### src/rtl/byte_pair_packer.sv
// Collects a valid/ready byte stream into ordered hi/lo byte pairs, padding odd or stalled pairs.
// Optional statistics counters are enabled by defining BYTE_PAIR_STATS_EN.
`timescale 1ns/1ps

module byte_pair_packer #(
  parameter int unsigned TIMEOUT_CYCLES = 16,
  parameter logic [7:0]  PAD_BYTE       = 8'h00
) (
  input  logic        clk,
  input  logic        rst_n,
  input  logic        s_valid,
  output logic        s_ready,
  input  logic [7:0]  s_data,
  input  logic        s_last,
  output logic        m_valid,
  input  logic        m_ready,
  output logic [7:0]  m_hi,
  output logic [7:0]  m_lo,
  output logic        m_partial,
  output logic [15:0] pair_cnt,
  output logic [15:0] pad_cnt
);

  localparam int unsigned TW = (TIMEOUT_CYCLES > 1) ? $clog2(TIMEOUT_CYCLES) : 1;
  localparam logic [TW-1:0] TIMER_LAST = TW'(TIMEOUT_CYCLES - 1);

  typedef enum logic [1:0] {IDLE, HALF, FULL} state_t;

  state_t        state_q, state_d;
  logic [TW-1:0] timer_q, timer_d;
  logic [7:0]    hi_d, lo_d;
  logic          partial_d, valid_d;
  logic          accept;
  logic          take_first;

  // A held pair only blocks input when downstream is not draining it this cycle.
  assign s_ready    = (state_q != FULL) | m_ready;
  assign accept     = s_valid & s_ready;
  assign take_first = accept & ((state_q == IDLE) | (state_q == FULL));

  always_ff @(posedge clk or negedge rst_n) begin
    if (!rst_n) begin
      state_q   <= IDLE;
      timer_q   <= '0;
      m_valid   <= 1'b0;
      m_hi      <= 8'h00;
      m_lo      <= 8'h00;
      m_partial <= 1'b0;
    end else begin
      state_q   <= state_d;
      timer_q   <= timer_d;
      m_valid   <= valid_d;
      m_hi      <= hi_d;
      m_lo      <= lo_d;
      m_partial <= partial_d;
    end
  end

  always_comb begin
    state_d   = state_q;
    timer_d   = timer_q;
    valid_d   = m_valid;
    hi_d      = m_hi;
    lo_d      = m_lo;
    partial_d = m_partial;

    case (state_q)
      IDLE: ;
      HALF: begin
        if (accept) begin
          lo_d      = s_data;
          partial_d = 1'b0;
          state_d   = FULL;
          valid_d   = 1'b1;
        end else begin
          timer_d = timer_q + TW'(1);
          if ((TIMEOUT_CYCLES != 0) && (timer_q == TIMER_LAST)) begin
            lo_d      = PAD_BYTE;
            partial_d = 1'b1;
            state_d   = FULL;
            valid_d   = 1'b1;
          end
        end
      end
      FULL: begin
        if (m_ready) begin
          state_d = IDLE;
          valid_d = 1'b0;
        end
      end
      default: begin
        state_d = IDLE;
        valid_d = 1'b0;
      end
    endcase

    // First byte of a pair, from IDLE or while the previous pair drains.
    if (take_first) begin
      hi_d = s_data;
      if (s_last) begin
        lo_d      = PAD_BYTE;
        partial_d = 1'b1;
        state_d   = FULL;
        valid_d   = 1'b1;
      end else begin
        timer_d = '0;
        state_d = HALF;
        valid_d = 1'b0;
      end
    end
  end

`ifdef BYTE_PAIR_STATS_EN
  logic handshake;
  assign handshake = m_valid & m_ready;

  // Saturating delivery counters.
  always_ff @(posedge clk or negedge rst_n) begin
    if (!rst_n) begin
      pair_cnt <= 16'h0000;
      pad_cnt  <= 16'h0000;
    end else if (handshake) begin
      if (pair_cnt != 16'hFFFF) pair_cnt <= pair_cnt + 16'd1;
      if (m_partial && (pad_cnt != 16'hFFFF)) pad_cnt <= pad_cnt + 16'd1;
    end
  end
`else
  assign pair_cnt = 16'h0000;
  assign pad_cnt  = 16'h0000;
`endif

endmodule

### config.mk
export PLATFORM = sky130hd
export DESIGN_NAME = byte_pair_packer
export DESIGN_NICKNAME = d
export VERILOG_FILES = /design/src/rtl/byte_pair_packer.sv
export SDC_FILE = /design/constraint.sdc
export NUM_CORES = 1
export LEC_CHECK = 0
export CAP_MARGIN = 15
export CORE_MARGIN = 1.5
export CORE_UTILIZATION = 43
export DETAILED_ROUTE_END_ITERATION = 12
export MAX_ROUTING_LAYER = met4
export PLACE_DENSITY = 0.86
export SYNTH_ARGS = -nofsm -noshare
export SYNTH_HDL_FRONTEND = slang
export SYNTH_SLANG_ARGS = --single-unit
### constraint.sdc
create_clock -name clk -period 4.5 [get_ports clk]
set_clock_uncertainty 0.15 [all_clocks]
set_input_delay 0.45 -clock clk [delete_from_list [all_inputs] [get_ports clk]]
set_output_delay 0.45 -clock clk [all_outputs]
set_load 0.01 [all_outputs]
==> results of run 1 <==
## power by group
group	switching [mW]	internal (mW)
sequential	0.0305	0.249
combinational	0.0907	0.121
clock	0.0625	0.0332
## sequential cells by signal, summed over array words and instances, names as in the netlist
register and count:
m_hi 8, m_lo 8, m_partial 1, state_q 2
timer_q 4
## placed cells by master, fill, tap and decap left out
cell type        count
a21oi_1             11
nor3b_1              1
nor3_1               2
clkbuf_4             3
nor2_1               2
nor2b_1              1
o21ai_0             10
nand2_1             10
clkdlybuf4s50_1     31
dfrtp_1             23
nand2b_1             2
xnor2_1              2
o32ai_1              1
o31ai_1              1
and2b_1              1
nor2b_4              1
mux2_4               8
o22ai_1              1
conb_1              32
nand3_1              2
and3_1               1
inv_1                1
or2_1                1
ha_1                 1
nand2b_4             1
or4_1                1
and3b_1              1
a31oi_1              1
buf_8                1
and4bb_2             1
clkinv_2             1
## cell type report
class / instances / share of cell area, %
clock inverter: 1 / 0.324
multi-input combinational: 96 / 37.1
clock buffer: 3 / 1.46
timing repair buffer: 32 / 21.1
tap: 31 / 2.51
inverter: 1 / 0.243
sequential: 23 / 37.3
## cell usage after synthesis
cell type  number
mux2_4          8
nand2_1        10
and4bb_2        1
buf_4          33
ha_1            1
inv_1           1
nor3b_1         1
a21oi_1        11
nor2_1          2
xnor2_1         2
o22ai_1         1
nor2b_4         1
buf_6           1
nand2b_1        2
o21ai_0        10
o31ai_1         1
o32ai_1         1
conb_1          1
clkbuf_1        2
nand2b_4        1
a31oi_1         1
or2_1           1
nand3_1         2
nor3_1          2
nor2b_1         1
and3_1          1
or4_1           1
and3b_1         1
and2b_1         1
dfrtp_1        23
## worst max-delay path by stage
stage	start	depth (start not counted)	slack [ns]	end
global placement	s_valid	4	2.20	m_lo[7]
finish	m_ready	4	2.26	s_ready
CTS	m_ready	4	2.26	s_ready
global route	m_ready	4	2.22	s_ready
detailed placement	s_valid	4	2.20	m_hi[2]
floorplan	s_valid	5	2.95	m_hi[0]
## layer usage
layer | part of all wire, % | GRT usage [%] | vias up
met1 | 41 | 19.3 | 418
met2 | 51 | 26.3 | 42
li1 | - | - | 418
met4 | 2.3 | 8.97 | 0
met5 | 0 | - | -
met3 | 5.9 | 2.23 | 4
## stage by stage
step / area, um2 / std cells / util (%) / total power, mW / hold WS (ns)
CTS: 1530 / 186 / 54.5 / 0.590 / 0.380
finish: 1540 / 187 / 55.0 / 0.586 / 0.186
global placement: 1500 / 182 / 53.5 / 0.483 / 0.347
global route: 1540 / 187 / 55.0 / 0.618 / 0.191
detailed placement: 1500 / 182 / 53.5 / 0.494 / 0.347
floorplan: 1420 / 156 / - / 0.408 / 0.00441
## logic make-up after synthesis
logic type / synth area share (%)
buffers and inverters: 20.8
and+or+nand+nor: 12.9
other: 0.288
AOI/OAI and AO/OA: 10.3
DFF: 44.2
xor gates and xnor gates: 1.35
muxes: 9.23
adders and majority gates: 0.961
==> flow_metrics.env, run 1 <==
export IMPL_outcome="finished with violations"
export IMPL_violations="design-rule violations"
export IMPL_finalWorstSetupSlack_ns=2.26
export IMPL_grt_pass1_wl_mm=3.98
export IMPL_yosys_area_top_type="dfrtp_1"
export IMPL_cts_tree="yes"
export IMPL_regToRegSetupSlack_ns=2.66
export IMPL_crit_buf_inv=2
export IMPL_postCtsSetupBuffers=0
export IMPL_p_leak_nw=0.719
export IMPL_critPathTopFamily="buffers and inverters"
export IMPL_critPathArrivalTime_ns=1.64
export IMPL_final_hold_violation_count=0
export IMPL_place_ws_ns=2.20
export IMPL_grt_ovfl_total=0
export IMPL_rsz0062_at_grt="false"
export IMPL_core_area_um2=2810
export IMPL_area_delta_synth_final_pct=18.6
export IMPL_cts_buffers=3
export IMPL_grt_usage_pct=16.2
export IMPL_end_kind="primary output"
export IMPL_synth_cells=125
export IMPL_ctsHoldBuffers=0
export IMPL_max_freq_mhz=446
export IMPL_finalSetupViolCount=0
export IMPL_setup_tns_ns=0
export IMPL_cts_resized_gates=0
export IMPL_place_congestion=0.863
export IMPL_htree_levels=1
export IMPL_avgSynthCellArea_um2=10.4
export IMPL_antenna_found_initial=0
export IMPL_wl_per_cell_um=13.2
export IMPL_io_pins=64
export IMPL_ys_ff_latch=23
export IMPL_register_area_um2=576
export IMPL_path_common_cell="clkdlybuf4s50_1"
export IMPL_nFillCells=239
export IMPL_yosysWarningCount=0
export IMPL_slew_viol_final=0
export IMPL_slew_headroom_pct=45.5
export IMPL_initial_core_util_pct=46.4
export IMPL_grt_max_degree=24
export IMPL_via_count=882
export IMPL_hpwl_mm=1.86
export IMPL_multi_input_area_um2=572
export IMPL_fp_dieH_um=58.0
export IMPL_timing_rr_start="timer_q[0]"
export IMPL_ir_worst_vdd_v=0.000116
export IMPL_port_buffers=31
export IMPL_synth_cell_types=30
export IMPL_max_cap_violations=0
export IMPL_worstMarginPinSlew_ns=0.811
export IMPL_ff2ff_path_depth=4
export IMPL_crit_fanout=4
export IMPL_hold_class="in2async"
export IMPL_finalCritPeriodShare_pct=49.9
export IMPL_wl_mm=2.47
export IMPL_drtAntennaViolNets=0
export IMPL_clock_path_buffers=2
export IMPL_crit_type="in2out"
export IMPL_clkLatencyLatePin_ns=0.31
export IMPL_synth_top_cells_by_area="dfrtp_1 (44%), buf_4 (19%), mux2_4 (9.2%)"
export IMPL_die_area_um2=3370
export IMPL_firstDrtPassIters=9
export IMPL_cp_cell_sequence="clkdlybuf4s50_1 > nor2b_4 > nand2b_1 > clkdlybuf4s50_1"
export IMPL_cpPeakStageDelay_ns=0.54
export IMPL_layout_drive_gt1_share_pct=10.3
export IMPL_powerDensity_nw_per_um2=380
export IMPL_synth_top_area_share_pct=44.2
export IMPL_start_kind="primary input"
export IMPL_rr_endpoint="m_lo[5]"
export IMPL_drc_errors=6
export IMPL_drt_iter0_markers=32
export IMPL_n_antenna_cell=0
export IMPL_vias_per_cell=4.72
export IMPL_die_w_um=58.0
export IMPL_slowest_stage="clkdlybuf4s50_1"
export IMPL_nets=171
export IMPL_seq_area_frac_synth_pct=44.2
export IMPL_cts_sinks=23
export IMPL_rows=19
export IMPL_critPathRequiredTime_ns=3.90
export IMPL_cts_root_buffer="clkbuf_4"
export IMPL_syn_area_um2=1300
export IMPL_min_period_ns=2.24
export IMPL_first_global_vias=859
export IMPL_path_clk_slew_ns=0.13
Note: power is estimated with default switching activity, not from simulation.
==> inputs of run 2 (changes only) <==
--- a/config.mk
+++ b/config.mk
@@ -7,10 +7,10 @@
 export LEC_CHECK = 0
 export CAP_MARGIN = 15
 export CORE_MARGIN = 1.5
-export CORE_UTILIZATION = 43
+export CORE_UTILIZATION = 40
 export DETAILED_ROUTE_END_ITERATION = 12
 export MAX_ROUTING_LAYER = met4
-export PLACE_DENSITY = 0.86
+export PLACE_DENSITY = 0.81
 export SYNTH_ARGS = -nofsm -noshare
 export SYNTH_HDL_FRONTEND = slang
 export SYNTH_SLANG_ARGS = --single-unit
==> constraint.sdc (replaced) <==
create_clock -name clk -period 2.2 [get_ports clk]
set_clock_uncertainty 0.15 [all_clocks]
set_input_delay 0.22 -clock clk [delete_from_list [all_inputs] [get_ports clk]]
set_output_delay 0.22 -clock clk [all_outputs]
set_load 0.01 [all_outputs]
==> run 2 against run 1 <==
Against the previous run: flip-flop and latch count unchanged; design area up 2.0%; die area up 7.1%; the run now ends clean; worst hold slack worse by 0.082 ns; sequential power up 100%; global-route usage down 0.43 points; count of clock-buffer cells in the layout unchanged; highest routed layer unchanged; total power up 100%.
==> flow_metrics.env, run 2 (synthesis results as in run 1) <==
export IMPL_finalSetupViolCount=0
export IMPL_drtAntennaViolNets=0
export IMPL_cts_buffers=3
export IMPL_p_leak_nw=0.731
export IMPL_end_kind="primary output"
export IMPL_clkLatencyLatePin_ns=0.30
export IMPL_grt_ovfl_total=0
export IMPL_area_delta_synth_final_pct=21.0
export IMPL_final_common_cell="conb_1"
export IMPL_crit_path_end="s_ready"
export IMPL_critPathRequiredTime_ns=1.83
export IMPL_path_clk_slew_ns=0.13
export IMPL_met3_usage_pct=4.11
export IMPL_hold_class="in2async"
export IMPL_via_count=924
export IMPL_outcome="complete, no violations"
export IMPL_critPathArrivalTime_ns=1.57
export IMPL_grtUsageMet1_pct=18.9
export IMPL_cpPeakStageDelay_ns=0.53
export IMPL_clock_path_buffers=2
export IMPL_htree_levels=1
export IMPL_port_buffers=31
export IMPL_ir_worst_vdd_v=0.000211
export IMPL_cts_tree="yes"
export IMPL_regToRegSetupSlack_ns=0.48
export IMPL_grt_busiest_layer="met2"
export IMPL_io_pins=64
export IMPL_final_hold_violation_count=0
export IMPL_crit_fanout=7
export IMPL_antenna_found_initial=0
export IMPL_die_area_um2=3600
export IMPL_worstMarginPinSlew_ns=0.539
export IMPL_rows=20
export IMPL_reg_largest_list="m_hi x8, m_lo x8, timer_q x4"
export IMPL_slew_headroom_pct=63.9
export IMPL_crit_type="reg2out"
export IMPL_cp_cell_sequence="nor2b_4 > nand2b_1 > clkdlybuf4s50_1"
export IMPL_place_congestion=0.870
export IMPL_powerDensity_nw_per_um2=756
export IMPL_mostFrequentLayoutCells="conb_1 (32), clkdlybuf4s50_1 (31), dfrtp_1 (23)"
export IMPL_n_antenna_cell=0
export IMPL_drt_iter0_markers=37
export IMPL_first_global_vias=933
export IMPL_slowest_stage="clkdlybuf4s50_1"
export IMPL_grt_usage_pct=15.7
export IMPL_setup_tns_ns=0
export IMPL_grt_max_degree=24
export IMPL_vias_per_cell=4.55
export IMPL_slew_viol_final=0
export IMPL_fp_dieH_um=60.0
export IMPL_max_freq_mhz=516
export IMPL_startpoint="state_q[1]"
export IMPL_nets=174
export IMPL_core_area_um2=3080
export IMPL_timing_rr_start="state_q[1]"
export IMPL_layout_drive_gt1_share_pct=11.9
export IMPL_max_cap_violations=0
export IMPL_cts_root_buffer="clkbuf_4"
export IMPL_detailed_place_area_um2=1550
export IMPL_cts_resized_gates=0
export IMPL_cts_sinks=23
export IMPL_die_w_um=60.0
export IMPL_drc_errors=0
export IMPL_grt_util_met2_pct=25.0
export IMPL_design_area_um2=1570
export IMPL_hpwl_mm=1.85
export IMPL_grt_pass1_wl_mm=4.10
export IMPL_ff2ff_path_depth=3
export IMPL_ctsHoldBuffers=0
export IMPL_min_period_ns=1.94
export IMPL_firstDrtPassIters=4
export IMPL_wl_mm=2.42
export IMPL_rsz0062_at_grt="false"
export IMPL_finalCritPeriodShare_pct=88.0
export IMPL_postCtsSetupBuffers=0
export IMPL_rr_endpoint="timer_q[3]"
export IMPL_start_kind="flip-flop"
export IMPL_initial_core_util_pct=42.3
export IMPL_wl_per_cell_um=11.9
## run 2: cell types whose count changed in the layout (fill, tap and decap cells not counted), sizes merged
cell,change
buf,+3
## run 2: final cells by class
type                    count  area, um2
multi-input cells          96        572
well taps                  44       55.1
inverters                   1       3.75
repair buffers             35        340
fillers                   286       1500
clock inverters             1       5.00
clock buffers               3       22.5
flip-flops and latches     23        576
## run 2: worst min-delay path by stage
stage / depth (start not counted) / end / slack [ns] / start
2_1_floorplan: 0 / m_hi[0] / -0.23 / rst_n
3_3_place_gp: 1 / m_hi[3] / 0.34 / m_hi[3]
3_5_place_dp: 1 / m_hi[5] / 0.35 / m_hi[5]
4_1_cts: 2 / m_hi[5] / 0.11 / rst_n
5_1_grt: 2 / m_partial / 0.12 / rst_n
6_report: 2 / m_hi[5] / 0.10 / rst_n
## run 2: through the flow
stage	util, %	power, mW	worst slack (ns)	hold WS [ns]	std cells
6_report	51.1	1.19	0.263	0.104	203
5_1_grt	51.1	1.27	0.192	0.125	203
4_1_cts	51.1	1.20	0.254	0.114	203
3_5_place_dp	50.2	1.01	0.307	0.348	199
3_3_place_gp	50.2	0.996	0.409	0.343	199
2_1_floorplan	-	0.835	0.682	-0.226	156
## run 2: worst max-delay path: cells and delay by family (launching register included)
family                 cells  cell delay (ns)
DFF                        1             0.48
buffers and inverters      1             0.53
and+or+nand+nor            2             0.25
## run 2: layer usage
metal	vias up	wire [um]
met3	2	178
met4	0	10
met2	50	1220
met1	441	1010
met5	-	0
li1	431	-
## run 2: report_power, final
group / switching [mW] / internal (mW) / total (mW)
Clock: 0.121 / 0.0678 / 0.189
Combinational: 0.182 / 0.249 / 0.431
Sequential: 0.0615 / 0.509 / 0.570
Total: 0.364 / 0.825 / 1.19
==> inputs of run 3 (changes only) <==
--- a/config.mk
+++ b/config.mk
@@ -7,10 +7,12 @@
 export LEC_CHECK = 0
 export CAP_MARGIN = 15
 export CORE_MARGIN = 1.5
-export CORE_UTILIZATION = 40
+export CORE_UTILIZATION = 36
+export CTS_CLUSTER_DIAMETER = 200
 export DETAILED_ROUTE_END_ITERATION = 12
 export MAX_ROUTING_LAYER = met4
-export PLACE_DENSITY = 0.81
+export PLACE_DENSITY = 0.77
+export SLEW_MARGIN = 15
 export SYNTH_ARGS = -nofsm -noshare
 export SYNTH_HDL_FRONTEND = slang
 export SYNTH_SLANG_ARGS = --single-unit
==> constraint.sdc (replaced) <==
create_clock -name clk -period 1.6 [get_ports clk]
set_clock_uncertainty 0.15 [all_clocks]
set_input_delay 0.16 -clock clk [delete_from_list [all_inputs] [get_ports clk]]
set_output_delay 0.16 -clock clk [all_outputs]
set_load 0.01 [all_outputs]
==> run 3 against run 2 <==
Against the previous run: highest routed layer unchanged; combinational power rose by 51%; global-route usage fell by 2.8 points; largest power group unchanged; wire length rose by 2.5%; non-clock buffer count rose by 11; total power rose by 42%; critical endpoint is now m_hi[7]; die area rose by 11%; critical path type unchanged; count of clock-buffer cells in the layout did not move.
==> flow_metrics.env, run 3 (synthesis results as in run 1) <==
export IMPL_layout_drive_gt1_share_pct=19.4
export IMPL_io_pins=64
export IMPL_first_global_vias=845
export IMPL_max_freq_mhz=646
export IMPL_antenna_found_initial=0
export IMPL_final_hold_violation_count=0
export IMPL_finalWorstSetupSlack_ns=0.0531
export IMPL_cts_tree="yes"
export IMPL_final_common_cell="conb_1"
export IMPL_place_ws_ns=-0.125
export IMPL_drtAntennaViolNets=0
export IMPL_crit_buf_inv=1
export IMPL_nFillCells=322
export IMPL_crit_path_end="m_hi[7]"
export IMPL_die_w_um=63.1
export IMPL_critPathArrivalTime_ns=1.24
export IMPL_setup_tns_ns=0
export IMPL_cts_sinks=23
export IMPL_crit_fanout=2
export IMPL_hpwl_mm=1.81
export IMPL_mostFrequentLayoutCells="conb_1 (32), clkdlybuf4s50_1 (29), dfrtp_1 (22)"
export IMPL_regToRegSetupSlack_ns=0.07
export IMPL_fp_dieH_um=63.1
export IMPL_cp_cell_sequence="clkdlybuf4s50_1"
export IMPL_core_area_um2=3390
export IMPL_clkLatencyLatePin_ns=0.30
export IMPL_grt_ovfl_total=0
export IMPL_place_congestion=0.814
export IMPL_port_buffers=31
export IMPL_startpoint="m_hi[7]"
export IMPL_drc_errors=0
export IMPL_p_leak_nw=0.786
export IMPL_initial_core_util_pct=38.4
export IMPL_max_cap_violations=0
export IMPL_wl_mm=2.48
export IMPL_nets=185
export IMPL_cpPeakStageDelay_ns=0.54
export IMPL_crit_type="reg2out"
export IMPL_detailed_place_area_um2=1620
export IMPL_n_antenna_cell=0
export IMPL_path_depth=1
export IMPL_start_kind="flip-flop"
export IMPL_rows=21
export IMPL_rr_endpoint="m_hi[2]"
export IMPL_rsz0062_at_grt="false"
export IMPL_grt_usage_pct=13.0
export IMPL_vias_per_cell=4.40
export IMPL_utilization_pct=49.0
export IMPL_via_count=951
export IMPL_finalPower_mw=1.69
export IMPL_cts_buffers=3
export IMPL_wl_per_cell_um=11.5
export IMPL_area_delta_synth_final_pct=27.7
export IMPL_htree_levels=1
export IMPL_grt_pass1_wl_mm=4.01
export IMPL_ff2ff_path_depth=4
export IMPL_hold_class="in2async"
export IMPL_grt_max_degree=24
export IMPL_finalCritPeriodShare_pct=96.7
export IMPL_firstDrtPassIters=4
export IMPL_clock_path_buffers=2
export IMPL_die_area_um2=3980
export IMPL_critPathTopFamily="buffers and inverters"
export IMPL_ir_worst_vdd_v=0.000469
export IMPL_slowest_stage="clkdlybuf4s50_1"
export IMPL_drt_iter0_markers=23
export IMPL_outcome="complete, no violations"
export IMPL_min_period_ns=1.55
export IMPL_slew_viol_final=0
export IMPL_powerDensity_nw_per_um2=1020
export IMPL_finalSetupViolCount=0
export IMPL_critPathRequiredTime_ns=1.29
export IMPL_end_kind="primary output"
export IMPL_timing_rr_start="state_q[1]"
export IMPL_path_clk_slew_ns=0.13
export IMPL_reg_largest_list="m_hi x8, m_lo x8, timer_q x4"
export IMPL_ctsHoldBuffers=0
export IMPL_cts_root_buffer="clkbuf_4"
export IMPL_design_area_um2=1660
==> run 3: changes by cell type in the layout (fill, tap and decap cells not counted), sizes merged <==
cell	change
clkbuf	+1
clkdlybuf4s15	+1
clkdlybuf4s50	-2
buf	+11
==> run 3: how the worst min path moves through the flow <==
stage | from | to | slack (ns) | cells after the start
floorplan | rst_n | m_hi[0] | -0.29 | 0
global placement | m_hi[5] | m_hi[5] | 0.35 | 1
finish | rst_n | m_hi[5] | 0.05 | 2
CTS | rst_n | m_hi[4] | 0.05 | 2
detailed placement | m_hi[3] | m_hi[3] | 0.34 | 1
global route | rst_n | state_q[1] | 0.06 | 2
==> run 3: power breakdown <==
group / total [mW] / internal [mW] / switching (mW)
clock: 0.260 / 0.0932 / 0.167
combinational: 0.652 / 0.386 / 0.266
sequential: 0.777 / 0.700 / 0.0769
total: 1.69 / 1.18 / 0.510
==> run 3: per-stage QoR <==
step,hold WS (ns),instances
floorplan,-0.286,156
global placement,0.345,209
detailed placement,0.345,209
CTS,0.0541,214
global route,0.0594,216
finish,0.0462,216
==> run 3: metal layers <==
layer	track usage (%)	vias to the layer above	share of wire [%]
met4	1.94	0	0.44
met3	3.93	2	5.9
met2	20.6	34	48
met1	16.7	467	45
met5	-	-	0
li1	-	448	-
==> run 3: area by class of cell <==
type	count	area [um2]	share of cell area [%]
tap	46	57.6	3.46
sequential	23	577	34.7
clock inverter	1	5.00	0.301
clock buffer	3	22.5	1.36
inverter	1	3.75	0.226
timing repair buffer	46	422	25.4
multi-input combinational	96	574	34.6
==> run 3: worst reg2reg max path, cell delays in order (launching register included) <==
cell and delay (ns):
dfrtp_1 0.41, buf_6 0.12, nor2b_4 0.12, or2_4 0.31, mux2_4 0.32
==> run 3: timing repair <==
| item | CTS | global route |
|---|---|---|
| endpoints found under the setup margin | 2 | 10 |
| resized for setup | 4 | 4 |
| setup buffers | 1 | 3 |
| pin swaps | 1 | 0 |
